$ cat config.mk
export PLATFORM = sky130hd
export DESIGN_NAME = timer_counter_flat
export DESIGN_NICKNAME = d
export VERILOG_FILES = /design/src/rtl/timer_counter_if.sv /design/src/rtl/timer_counter.sv /design/src/flat_wrapper.sv
export SDC_FILE = /design/constraint.sdc
export NUM_CORES = 1
export LEC_CHECK = 0
export ABC_AREA = 1
export BUFFER_PORTS_ARGS = -buffer_cell sky130_fd_sc_hd__buf_2
export CAP_MARGIN = 20
export CORE_ASPECT_RATIO = 0.7
export CORE_MARGIN = 4
export CORE_UTILIZATION = 55
export CTS_BUF_LIST = sky130_fd_sc_hd__clkbuf_4
export CTS_CLUSTER_DIAMETER = 80
export DETAILED_ROUTE_END_ITERATION = 7
export GPL_TIMING_DRIVEN = 1
export PLACE_DENSITY = 0.81
export SLEW_MARGIN = 20
export SYNTH_ARGS = -nofsm -noshare
export SYNTH_HDL_FRONTEND = slang
export SYNTH_SLANG_ARGS = --single-unit
$ cat constraint.sdc
create_clock -name clk -period 2.8 [get_ports clk]
set_clock_uncertainty 0.15 [all_clocks]
set_input_delay 0.14 -clock clk [delete_from_list [all_inputs] [get_ports clk]]
set_output_delay 0.14 -clock clk [all_outputs]
set_load 0.05 [all_outputs]
$ cat src/rtl/timer_counter_if.sv
// rtl/timer_counter_if.sv - CPU data-port bus bundle between the bridge and a timer_counter
interface timer_counter_if;
  logic [31:0] addr;
  logic        we;
  logic [3:0]  byteen;
  logic [31:0] wdata;
  logic [31:0] rdata;
  logic        err;

  modport master (output addr, output we, output byteen, output wdata,
                  input rdata, input err);
  modport slave  (input addr, input we, input byteen, input wdata,
                  output rdata, output err);
endinterface

$ cat src/rtl/timer_counter.sv
// rtl/timer_counter.sv - memory-mapped countdown timer with CP0 interrupt; TC_AUTORELOAD_EN enables MODE 01 auto-reload
module timer_counter #(
  parameter logic [31:0] BASE_ADDR = 32'h0000_7F00
) (
  input  logic            clk,
  input  logic            reset,
  timer_counter_if.slave  bus,
  output logic            irq
);

  typedef enum logic [1:0] {IDLE, LOAD, CNT, INT} state_e;

  state_e      state_q, state_d;
  logic [3:0]  ctrl_q, ctrl_d;
  logic [31:0] preset_q, preset_d;
  logic [31:0] count_q, count_d;
  logic        irq_flag_q, irq_flag_d;

  logic hit, wr, wr_ctrl, wr_preset, wr_count;
  logic auto_reload;
  logic unused_addr_bits;

  // Word offset 3 inside the window is a hole: it neither decodes nor errors.
  assign hit       = (bus.addr[31:4] == BASE_ADDR[31:4]) && (bus.addr[3:2] != 2'b11);
  assign wr        = hit & bus.we;
  assign wr_ctrl   = wr && (bus.addr[3:2] == 2'b00);
  assign wr_preset = wr && (bus.addr[3:2] == 2'b01);
  assign wr_count  = wr && (bus.addr[3:2] == 2'b10);
  assign unused_addr_bits = ^bus.addr[1:0];

`ifdef TC_AUTORELOAD_EN
  assign auto_reload = (ctrl_q[2:1] == 2'b01);
`else
  assign auto_reload = 1'b0;
`endif

  assign bus.err = wr_count;
  assign irq     = irq_flag_q & ctrl_q[3];

  function automatic logic [31:0] merge_bytes(input logic [31:0] old_v,
                                              input logic [31:0] new_v,
                                              input logic [3:0]  be);
    logic [31:0] r;
    r = old_v;
    for (int b = 0; b < 4; b++) begin
      if (be[b]) r[8*b +: 8] = new_v[8*b +: 8];
    end
    return r;
  endfunction

  // Read mux: addressed register when decoded, zero otherwise.
  always_comb begin
    bus.rdata = '0;
    if (hit) begin
      case (bus.addr[3:2])
        2'b00:   bus.rdata = {28'd0, ctrl_q};
        2'b01:   bus.rdata = preset_q;
        2'b10:   bus.rdata = count_q;
        default: bus.rdata = '0;
      endcase
    end
  end

  // Next-state: FSM updates first, then bus writes override CTRL and clear the flag.
  always_comb begin
    state_d    = state_q;
    ctrl_d     = ctrl_q;
    preset_d   = preset_q;
    count_d    = count_q;
    irq_flag_d = irq_flag_q;

    case (state_q)
      IDLE: begin
        if (ctrl_q[0]) state_d = LOAD;
      end
      LOAD: begin
        count_d = preset_q;
        state_d = CNT;
      end
      CNT: begin
        if (!ctrl_q[0]) begin
          state_d = IDLE;
        end else if (count_q > 32'd1) begin
          count_d = count_q - 32'd1;
        end else begin
          count_d    = '0;
          irq_flag_d = 1'b1;
          state_d    = INT;
        end
      end
      INT: begin
        state_d = IDLE;
        if (auto_reload) irq_flag_d = 1'b0;
        else             ctrl_d[0]  = 1'b0;
      end
      default: state_d = IDLE;
    endcase

    // CTRL only holds byte 0 bits; any CTRL write acknowledges the interrupt.
    if (wr_ctrl) begin
      if (bus.byteen[0]) ctrl_d = bus.wdata[3:0];
      irq_flag_d = 1'b0;
    end

    // PRESET is latched into COUNT only at LOAD, so a running count is unaffected.
    if (wr_preset) preset_d = merge_bytes(preset_q, bus.wdata, bus.byteen);
  end

  // State registers with asynchronous active-low clear.
  always_ff @(posedge clk or negedge reset) begin
    if (!reset) begin
      state_q    <= IDLE;
      ctrl_q     <= '0;
      preset_q   <= '0;
      count_q    <= '0;
      irq_flag_q <= 1'b0;
    end else begin
      state_q    <= state_d;
      ctrl_q     <= ctrl_d;
      preset_q   <= preset_d;
      count_q    <= count_d;
      irq_flag_q <= irq_flag_d;
    end
  end

endmodule

$ cat src/flat_wrapper.sv
// flat-port wrapper written by rule: the top's interface ports become plain ports
module timer_counter_flat 
#(
  parameter logic [31:0] BASE_ADDR = 32'h0000_7F00
)
  (clk, reset, irq, bus_addr, bus_we, bus_byteen, bus_wdata, bus_rdata, bus_err);
  timer_counter_if bus_i ();
  input  logic clk;
  input  logic reset;
  output logic irq;
  input wire logic [$bits(bus_i.addr)-1:0] bus_addr;
  input wire logic [$bits(bus_i.we)-1:0] bus_we;
  input wire logic [$bits(bus_i.byteen)-1:0] bus_byteen;
  input wire logic [$bits(bus_i.wdata)-1:0] bus_wdata;
  output wire logic [$bits(bus_i.rdata)-1:0] bus_rdata;
  output wire logic [$bits(bus_i.err)-1:0] bus_err;
  assign bus_i.addr = bus_addr;
  assign bus_i.we = bus_we;
  assign bus_i.byteen = bus_byteen;
  assign bus_i.wdata = bus_wdata;
  assign bus_rdata = bus_i.rdata;
  assign bus_err = bus_i.err;
  timer_counter #(.BASE_ADDR(BASE_ADDR)) u_core (.clk(clk), .reset(reset), .bus(bus_i), .irq(irq));
endmodule
== Word-level counts from Yosys, hierarchy flattened ==
Index checks and enable logic that the tools add are counted.

* Input port bits: 71
* Register bits: 71

* Muxes and demuxes: 16
* Order comparisons: 1
* $add $sub $neg: 1
* Bitwise gates (word level): 2
* Eq/ne operators: 11
* Reductions and logical operators: 17

{| class="wikitable"
|+ Operator list
! operator !! count
|-
| 32-bit 2-to-1 mux || 3
|-
| 32-bit one-hot mux with 3 select lines || 1
|-
| 32-bit one-hot mux with 2 select lines || 1
|-
| 32-bit by 1-bit greater-than comparator with 1-bit output (second input constant) || 1
|-
| 32-bit by 1-bit subtractor with 32-bit output (second input constant) || 1
|-
| 28-bit by 11-bit equality test with 1-bit output (second input constant) || 1
|-
| 2-bit AND reduction || 7
|-
| 2-bit one-hot mux with 4 select lines || 1
|-
| 1-bit 2-to-1 mux || 7
|-
| 2-bit equality test (second input constant) || 3
|-
| 2-bit 2-to-1 mux || 3
|-
| 2-bit by 1-bit != test with 1-bit output (second input constant) || 3
|-
| 2-bit nonzero test || 3
|-
| 2-bit by 1-bit equality test with 1-bit output (second input constant) || 2
|-
| 1-bit logical AND || 4
|-
| 2-bit zero test || 2
|-
| 3-bit != test (second input constant) || 1
|-
| 3-bit AND reduction || 1
|-
| 1-bit AND || 2
|-
| 2-bit != test (second input constant) || 1
|}

== Longest topological paths before layout ==
Gate-level depths: netlist of the first run.

* Word-level depth: 6
* Gate-level depth with buffers: 11
* Gate-level depth less buffers: 11

== Worst setup path after synthesis of the first run ==
OpenSTA, ideal clock, no wires.

* Kind: input port to output port
* From: input bus_addr[11]
* To: output bus_err
* Arrival time: 1616 ps
* Data required time: 2510 ps
* Path slack: 894 ps
* Stages on the path: 6
* Path through: nand2_1 > nor2_1 > nand4_1 > nor2_1 > nand2_2 > nor3_1

* Cells in the longest elaborated chain, start to end: 4

{| class="wikitable"
|+ RTL lines
! what !! RTL line !! source
|-
| start, declared || flat_wrapper.sv:11 || <nowiki>input wire logic [$bits(bus_i.addr)-1:0] bus_addr;</nowiki>
|-
| 28-bit by 11-bit equality test with 1-bit output || timer_counter.sv:24 || <nowiki>assign hit = (bus.addr[31:4] == BASE_ADDR[31:4]) && (bus.addr[3:2] != 2'b11);</nowiki>
|-
| 1-bit logical AND || timer_counter.sv:24 ||
|-
| 1-bit AND || timer_counter.sv:25 || <nowiki>assign wr = hit & bus.we;</nowiki>
|-
| 1-bit logical AND || timer_counter.sv:28 || <nowiki>assign wr_count = wr && (bus.addr[3:2] == 2'b10);</nowiki>
|-
| end, declared || flat_wrapper.sv:16 || <nowiki>output wire logic [$bits(bus_i.err)-1:0] bus_err;</nowiki>
|}

No other way between the ends.

== Worst setup path after layout of the first run ==
* From: register u_core.count_q[0]
* To: register u_core.count_q[14]

* Cells in the longest elaborated chain, start to end: 4

{| class="wikitable"
|+ RTL lines
! what !! RTL line !! source
|-
| start, declared || timer_counter.sv:16 || <nowiki>logic [31:0] count_q, count_d;</nowiki>
|-
| start signal, assigned || timer_counter.sv:121 || <nowiki>count_q <= count_d;</nowiki>
|-
| 32-bit by 1-bit subtractor with 32-bit output / 32-bit by 1-bit greater-than comparator with 1-bit output (equally long branches) || timer_counter.sv:84, timer_counter.sv:83 ||
|-
| 32-bit 2-to-1 mux * || timer_counter.sv:83 || <nowiki>end else if (count_q > 32'd1) begin</nowiki>
|-
| 32-bit 2-to-1 mux * || timer_counter.sv:81 || <nowiki>if (!ctrl_q[0]) begin</nowiki>
|-
| 32-bit one-hot mux with 2 select lines * || timer_counter.sv:72 || <nowiki>case (state_q)</nowiki>
|}

Mark *: on every way between the ends. The rest lies on a longest branch, timed or not. The select of a mux whose other input is x is not followed.
A chain may end at the register's enable or synchronous reset.

==> run metrics, run 1 <==
number of ports placed on the die boundary 105; slack of the worst reg-to-reg path 0.50 ns; simple-gate portion of the synthesized area 0.409; fraction of registers with async set or reset after synthesis 1.00; Num Clock Sinks 71; Leak 0.00309 uW; detailed-route DRC error count 0; max-slew violations 0; number of buffer and inverter stages on the critical path 2; utilization of the core after routing 0.723; top cells by area in the synthesized netlist dfrtp_1, nand2_1, a21oi_1; worst hold slack 0.0918 ns; clock buffer count from CTS 9; startpoint type of the worst setup path flip-flop; via count of the first global-routing pass 5,564; Layout Cells excl Fill 977; share of layout cells above drive strength 1 0.196; logic depth of the worst setup path including buffers 10; Setup WS pre-CTS 0.572 ns; first-pass GRT wire length 29.3 mm; site row count 28; Hold Crit Class in -> reg; Reg2Reg Launch Point u_core.count_q[0]$_DFFE_PN0P_; cell breakdown of the critical path inv_1 > ha_1 > nand2_4 > nand2_1 > nand3_2 > nor2_4 > nor2_8 > buf_4 > nand2_1 > a21oi_1; iteration count of the initial detailed-routing pass 5; final sum of negative setup slack 0 ns; Final Hold Viols 0; number of warning messages in the yosys log 0; maximum capacitance violations 0; placer's final routability congestion estimate 0.980; slowest stage cell, crit path dfrtp_1; mux cell area share after synthesis 0; count of state elements after synthesis 71; most area-hungry cell type in the Yosys netlist dfrtp_1; average instance area after synthesis 6.82 um2; share of synthesized area occupied by flip-flops and latches 0.373; Setup WS post-layout 0.497 ns; maximum number of pins on one net before global-route repair 69; pin slew with the least headroom to its limit 0.688 ns; synthesized net count 772; Worst-path clk slew 0.13 ns; post-synthesis compound-gate area fraction 0.120; destination of the worst hold path u_core.ctrl_q[2]$_DFFE_PN0P_; final worst path period need 2.30 ns; Main synth FF type dfrtp_1; Synth top area share 0.373; required arrival time at the worst endpoint 2.98 ns; routed vias/inst 6.02; cell depth of the worst hold path 5; final HPWL from detailed placement 11.7 mm; Crit path max-delay family simple AND/OR/NAND/NOR gates; die area 10,200 um2; number of distinct library cell variants in the gate-level netlist after synthesis 34; Root Driver clkbuf_4; Critical Path AT 2.48 ns; Floorplan Core Area 8440 um2; clock latency on the worst-skew pair 0.43 ns; global-route usage over all layers 0.367; number of flops mapped to enable cells by yosys 0; longest individual stage delay on the worst path 0.43 ns; Starting Density 0.565; setup repair after global routing missed its margin no; main combinational cell family by area after synthesis simple AND/OR/NAND/NOR gates; Worst Setup End Kind flip-flop; relative max-transition margin 0.541; layout overhead on the synthesized area 28.0%; Reg2Reg Depth 10; kind of critical path reg -> reg; min-delay src bus_addr[2]; number of gates resized after CTS 0; y dimension of the die 85.9 um; number of H-tree branching levels 3; most frequent CP cell nand2_1; number of antenna violations at the first check in global routing 1; Worst IR Drop VDD 0.000205 V; Die Width 119 um; Achievable Freq 434 MHz; routed wire length 18.5 mm; outcome finished clean; fraction of the mapped netlist area in adder cells 0.00525; final critical-path share of the clock period 0.822; postcts setup bufs 0; # placed instances 900; average wire length per cell after detail routing 18.9 um; power density cells 310 nW/um2; net count reported at finish 924; antenna violation net count after detailed routing 0; post-synthesis cell area 4770 um2; maximum buffer depth of the clock tree 2; peak fanout along the critical path 22; count of mapped cells out of synthesis 699; Port Buf Inserts 102; Critical R2R Capture u_core.count_q[14]$_DFFE_PN0P_; TritonCTS clock tree yes; via count 5,885; sum of overflow across all layers after global routing 0; first-iteration detailed-routing DRC count 810; count of final setup violators 0; area share of xor/xnor cells in the synthesized design 0.0165
==> through the flow <==
stage                     instance area, um2  total power (uW)
after floorplan                         4770              1080
after global placement                  5360              1160
after detailed placement                5360              1170
after CTS                               6100              1880
after global routing                    6100              1940
final                                   6100              1890
==> layout by cell type, fill, tap and decap left out, types with 3 or more instances in the layout <==
master,count
dfrtp_1,71
buf_2,102
nand3_2,12
nand4_1,47
nor2_1,97
a31oi_1,4
inv_1,42
o21bai_1,3
xor2_1,5
xnor2_1,4
nor2_4,6
clkbuf_4,10
nand2_1,225
o21ai_0,7
a21oi_1,92
nor2_2,8
dlygate4sd3_1,60
nand3_1,21
buf_4,11
==> registers in the layout, summed over array words and instances, names as in the netlist <==
signal,flops
u_core.count_q,32
u_core.preset_q,32
u_core.ctrl_q,4
u_core.state_q,2
u_core.irq_flag_q,1
==> where the power goes <==
part | switching [uW] | internal (uW)
Sequential | 0.000267 | 1030
Clock | 406 | 289
Combinational | 93.9 | 78.4
Total | 500 | 1390
==> synth_stat cells, drive strengths merged, types with 2 or more instances <==
cell type    n
a31oi        4
nand4       47
clkbuf      13
nor3         4
dfrtp       71
a21oi       94
xnor2        4
xor2         5
nand3       33
o21bai       3
nand2      228
ha           2
inv         43
buf         21
o21ai        8
or2          3
nor2       112
nand3b       2
==> final cells by class <==
cell class	instances	area, um2
Multi-Input combinational cell	551	2640
Sequential cell	71	1780
Clock inverter	6	68.8
Inverter	43	161
Antenna cell	1	2.50
Timing Repair Buffer	175	1230
Clock buffer	10	75.1
Fill cell	614	2340
Tap cell	120	150
==> how the worst max path moves through the flow <==
| stage | startpoint | end |
|---|---|---|
| 4_1_cts | u_core.count_q[0]$_DFFE_PN0P_ | u_core.count_q[18]$_DFFE_PN0P_ |
| 2_1_floorplan | bus_addr[11] | bus_err |
| 6_report | u_core.count_q[0]$_DFFE_PN0P_ | u_core.count_q[14]$_DFFE_PN0P_ |
| 5_1_grt | u_core.state_q[1]$_DFFE_PN0P_ | u_core.count_q[14]$_DFFE_PN0P_ |
| 3_3_place_gp | u_core.count_q[0]$_DFFE_PN0P_ | u_core.count_q[19]$_DFFE_PN0P_ |
| 3_5_place_dp | u_core.count_q[0]$_DFFE_PN0P_ | u_core.count_q[18]$_DFFE_PN0P_ |
==> layer usage <==
layer,vias up,GRT usage,routed length (um)
met5,-,0,14
met4,2,0.109,619
met3,78,0.0679,2390
met2,489,0.589,8220
met1,2709,0.512,7240
li1,2607,-,-
==> repair_timing <==
action | CTS | global route
hold buffers | 60 | 0
endpoints found under the hold margin | 60 | 0
setup endpoints to repair | 0 | 0
==> worst min-delay path, stage by stage <==
cell and delay (ns):
buf_2 0.11, nor2_1 0.06, buf_4 0.17, nand4_1 0.10, nand2_1 0.05
==> kinds of logic (layout without fill, tap and decap cells) <==
family	Yosys count	after routing
buf+inv	77	234
other cells	0	1
compound gates	110	110
flops	71	71
fa+ha+maj	2	2
simple gates	430	430
xor+xnor	9	9
(Power assumes the default switching activity.)
==> inputs of run 2 (changes only) <==
- clock period: 2.8 -> 2.4 ns (I/O delays scaled with it)
==> run 2 against run 1 <==
Against the previous run: wire length rose by 1.6%; critical path type unchanged; cell count increased by 0.10%; highest routed layer is now met4; global-route usage is 0.34 points higher.
==> run metrics, run 2 (synthesis gave the netlist of run 1 again) <==
required arrival time at the worst endpoint 2.60 ns; most common cell after layout, fill and taps aside nand2_1; Leak 0.00313 uW; Worst IR Drop VDD 0.000257 V; Critical Path AT 2.35 ns; Die Width 119 um; maximum buffer depth of the clock tree 2; placer's final routability congestion estimate 1.01; Root Driver clkbuf_4; pin slew with the least headroom to its limit 0.653 ns; startpoint type of the worst setup path flip-flop; clock buffer count from CTS 9; final worst path period need 2.15 ns; net count reported at finish 925; Starting Density 0.565; crit path launch u_core.state_q[0]$_DFFE_PN0P_; Hold Crit Class in -> async; Achievable Freq 466 MHz; kind of critical path reg -> reg; average wire length per cell after detail routing 19.2 um; number of ports placed on the die boundary 105; internal power of the cells 1830 uW; final sum of negative setup slack 0 ns; number of H-tree branching levels 3; detailed-route DRC error count 0; power density cells 397 nW/um2; routed wire length 18.8 mm; Reg2Reg Launch Point u_core.state_q[0]$_DFFE_PN0P_; relative max-transition margin 0.564; share of layout cells above drive strength 1 0.198; iteration count of the initial detailed-routing pass 7; sequential share of power 0.488; antenna violation net count after detailed routing 0; peak fanout along the critical path 33; Worst Setup End Kind flip-flop; sum of overflow across all layers after global routing 0; Critical R2R Capture u_core.count_q[22]$_DFFE_PN0P_; final critical-path share of the clock period 0.894; outcome finished clean; maximum capacitance violations 0; first-iteration detailed-routing DRC count 1,015; max-slew violations 0; largest registers u_core.count_q x32, u_core.preset_q x32, u_core.ctrl_q x4; portion of total power attributed to the clock network 0.430; die area 10,200 um2; Num Clock Sinks 71; via count 5,917; TritonCTS clock tree yes; Critical Path Sink u_core.count_q[22]$_DFFE_PN0P_; Worst-path clk slew 0.14 ns; count of final setup violators 0; Net Sw Power 617 uW; clock latency on the worst-skew pair 0.43 ns; routed vias/inst 6.05; post-detailed-placement cell area 5390 um2; setup repair after global routing missed its margin no; maximum number of pins on one net before global-route repair 72; Port Buf Inserts 102; final instance area 6170 um2; number of antenna violations at the first check in global routing 1; final HPWL from detailed placement 11.5 mm; Layout Cells excl Fill 978; commonest cells after routing, fill and taps aside nand2_1, buf_2, nor2_1; first-pass GRT wire length 29.6 mm; layout overhead on the synthesized area 29.4%; Floorplan Core Area 8440 um2; power after layout 2450 uW; postcts setup bufs 0; slack of the worst reg-to-reg path 0.25 ns; Reg2Reg Depth 6; site row count 28; y dimension of the die 85.9 um; via count of the first global-routing pass 5,628; Final Hold Viols 0; global-route usage over all layers 0.370; utilization of the core after routing 0.731; switching part of the total 0.252; # placed instances 902; combinational cell fraction of total power 0.082
run 2: cell count changes in the layout (fill, tap and decap cells not counted), sizes merged:
cell         before  now
buf             115  117
bufinv            1    3
clkinvlp          1    0
dlygate4sd3      60   59
inv              45   44
run 2: worst min path at each step:
stage           startpoint                       endpoint  slack (ns)
2_1_floorplan        reset  u_core.count_q[0]$_DFFE_PN0P_       -0.33
3_3_place_gp         reset  u_core.count_q[6]$_DFFE_PN0P_        0.03
3_5_place_dp         reset  u_core.count_q[6]$_DFFE_PN0P_        0.03
4_1_cts        bus_addr[8]   u_core.ctrl_q[3]$_DFFE_PN0P_        0.08
5_1_grt              reset  u_core.count_q[4]$_DFFE_PN0P_        0.11
6_report             reset  u_core.count_q[4]$_DFFE_PN0P_        0.08
run 2: layout make-up:
cell class | instances | area, um2
antenna | 1 | 2.50
clock inverter | 6 | 116
timing repair buffer | 176 | 1250
inverter | 43 | 161
fill | 607 | 2270
tap | 120 | 150
sequential | 71 | 1780
multi-input combinational | 551 | 2640
clock buffer | 10 | 75.1
run 2: power groups by stage:
stage | Sequential, uW | Clock [uW] | Combinational [uW]
finish | 1200 | 1050 | 201
floorplan | 1220 | 0 | 41.3
detailed placement | 1220 | 0 | 143
global placement | 1220 | 0 | 139
global route | 1200 | 1100 | 213
CTS | 1200 | 1040 | 184
run 2: timing repair:
item / 4_1_cts / 5_1_grt
endpoints found under the hold margin: 107 / 0
hold buffers: 59 / 0
gates resized for setup: 0 / 0
run 2: critical path, cell delays in order (launching register included):
cell     delay (ns)
dfrtp_1        0.41
or2_1          0.45
nor2_2         0.22
a21oi_2        0.07
inv_2          0.50
nor2_1         0.12
a21oi_1        0.15
run 2: through the flow:
stage,hold slack [ns],worst slack [ns]
2_1_floorplan,-0.326,0.534
3_3_place_gp,0.0273,0.383
3_5_place_dp,0.0257,0.324
4_1_cts,0.0762,0.279
5_1_grt,0.107,0.123
6_report,0.0772,0.254
run 2: layer usage:
metal | GRT usage | wire length (um) | vias up
li1 | - | - | 2599
met1 | 0.495 | 7060 | 2678
met2 | 0.578 | 8150 | 528
met3 | 0.0837 | 2580 | 112
met4 | 0.173 | 991 | 0
met5 | 0 | 0 | -
==> inputs of run 3 (changes only) <==
- RECOVER_POWER: unset -> 100
==> run 3 against run 2 <==
Against the previous run: the run now ends with max-capacitance violations, max-slew violations left; highest routed layer unchanged; hold slack improved by 0.059 ns; maximum frequency fell by 3.3%; non-clock buffer count did not move; cell area fell by 1.1%; via count rose by 0.32%; die area did not move; clock-buffer cell count did not move; utilization fell by 0.80 points; wire length barely moved; sequential cell count did not move; cell count did not move; power barely moved.
==> run metrics, run 3 (synthesis gave the netlist of run 1 again) <==
final critical-path share of the clock period 0.925; sum of overflow across all layers after global routing 0; count of final setup violators 0; die area 10,200 um2; number of H-tree branching levels 3; postcts setup bufs 0; number of gates resized after CTS 0; net count reported at finish 925; maximum number of pins on one net before global-route repair 72; routed vias/inst 6.07; Root Driver clkbuf_4; setup repair after global routing missed its margin no; Critical Path AT 2.41 ns; Reg2Reg Depth 7; most heavily used metal layer in global routing met2; power density cells 402 nW/um2; maximum capacitance violations 1; routed wire length 18.8 mm; peak fanout along the critical path 33; Hold Crit Class in -> reg; share of layout cells above drive strength 1 0.154; via count of the first global-routing pass 5,628; number of ports placed on the die boundary 105; kind of critical path reg -> reg; via count 5,936; final worst path period need 2.22 ns; site row count 28; commonest cells after routing, fill and taps aside nand2_1, nor2_1, a21oi_1; Setup WS pre-CTS 0.324 ns; number of antenna violations at the first check in global routing 1; post-detailed-placement cell area 5390 um2; met2 routing resource usage after global routing 0.578; clock latency on the worst-skew pair 0.44 ns; Starting Density 0.565; placer's final routability congestion estimate 1.01; antenna violation net count after detailed routing 0; max-slew violations 72; Port Buf Inserts 102; cell depth of the worst hold path 5; Worst Setup End Kind flip-flop; Final Hold Viols 0; Global Route met1 Usage 0.495; detailed-route DRC error count 0; final instance area 6100 um2; Num Clock Sinks 71; TritonCTS clock tree yes; clock buffer count from CTS 9; largest registers u_core.count_q x32, u_core.preset_q x32, u_core.ctrl_q x4; Achievable Freq 451 MHz; final HPWL from detailed placement 11.5 mm; first-pass GRT wire length 29.6 mm; layout overhead on the synthesized area 27.9%; number of hold-repair buffers added at the cts stage 59; maximum buffer depth of the clock tree 2; relative max-transition margin -0.186; y dimension of the die 85.9 um; required arrival time at the worst endpoint 2.59 ns; Global Route met3 Usage 0.0837; Die Width 119 um; final sum of negative setup slack 0 ns; global-route usage over all layers 0.370; pin slew with the least headroom to its limit 1.78 ns; Floorplan Core Area 8440 um2; average wire length per cell after detail routing 19.2 um; Worst IR Drop VDD 0.000265 V; iteration count of the initial detailed-routing pass 8; outcome complete, but fails checks; failing checks max-capacitance violations, max-slew violations; most common cell after layout, fill and taps aside nand2_1; Worst-path clk slew 0.14 ns; startpoint type of the worst setup path flip-flop; Leak 0.00297 uW; first-iteration detailed-routing DRC count 1,094; Setup WS post-layout 0.180 ns
run 3: changes by cell type in the layout (fill, tap and decap cells not counted), sizes merged:
cell and change:
clkbuf +37, buf -37
run 3: final timing paths:
kind | slack, ns | start | to
min in group asynchronous | 0.61 | reset | u_core.count_q[24]$_DFFE_PN0P_
max in group asynchronous | 0.44 | reset | u_core.preset_q[8]$_DFFE_PN0P_
setup / recovery | 0.18 | u_core.state_q[1]$_DFFE_PN0P_ | u_core.count_q[17]$_DFFE_PN0P_
hold / removal | 0.14 | bus_we | u_core.preset_q[6]$_DFFE_PN0P_
hold reg to reg | 0.39 | u_core.ctrl_q[1]$_DFFE_PN0P_ | u_core.ctrl_q[1]$_DFFE_PN0P_
setup reg to reg | 0.18 | u_core.state_q[1]$_DFFE_PN0P_ | u_core.count_q[17]$_DFFE_PN0P_
run 3: through the flow:
| stage | util | instances | total power [uW] | hold WS, ns |
|---|---|---|---|---|
| detailed placement | 0.638 | 902 | 1360 | 0.0257 |
| global route | 0.723 | 978 | 2500 | 0.138 |
| finish | 0.723 | 978 | 2450 | 0.137 |
| CTS | 0.730 | 977 | 2420 | 0.0762 |
| global placement | 0.638 | 902 | 1360 | 0.0273 |
| floorplan | - | 699 | 1260 | -0.326 |
run 3: power breakdown:
part	switching, uW	total, uW	leakage (uW)	internal [uW]
clock	512	1060	0.000101	547
sequential	0.000293	1200	0.000993	1200
combinational	109	196	0.00187	87.2
run 3: routing by layer:
metal  routed length [um]  vias to the layer above
met5                    0                        -
met4                 1040                        0
met3                 2790                      117
met2                 8110                      564
met1                 6830                     2661
li1                     -                     2594
run 3: worst max-delay path, cell delays in order (launching register included):
cell and delay, ns:
dfrtp_1 0.37, inv_1 0.06, or2_1 0.43, nor2_1 0.26, a21oi_2 0.07, inv_2 0.50, nor2_1 0.11, a21oi_1 0.16
run 3: layout make-up:
cell class | count | area [um2]
multi-input cells | 551 | 2630
fillers | 627 | 2340
flip-flops and latches | 71 | 1780
repair buffers | 176 | 1190
inverters | 43 | 161
well taps | 120 | 150
clock inverters | 6 | 116
clock buffers | 10 | 75.1
diodes | 1 | 2.50
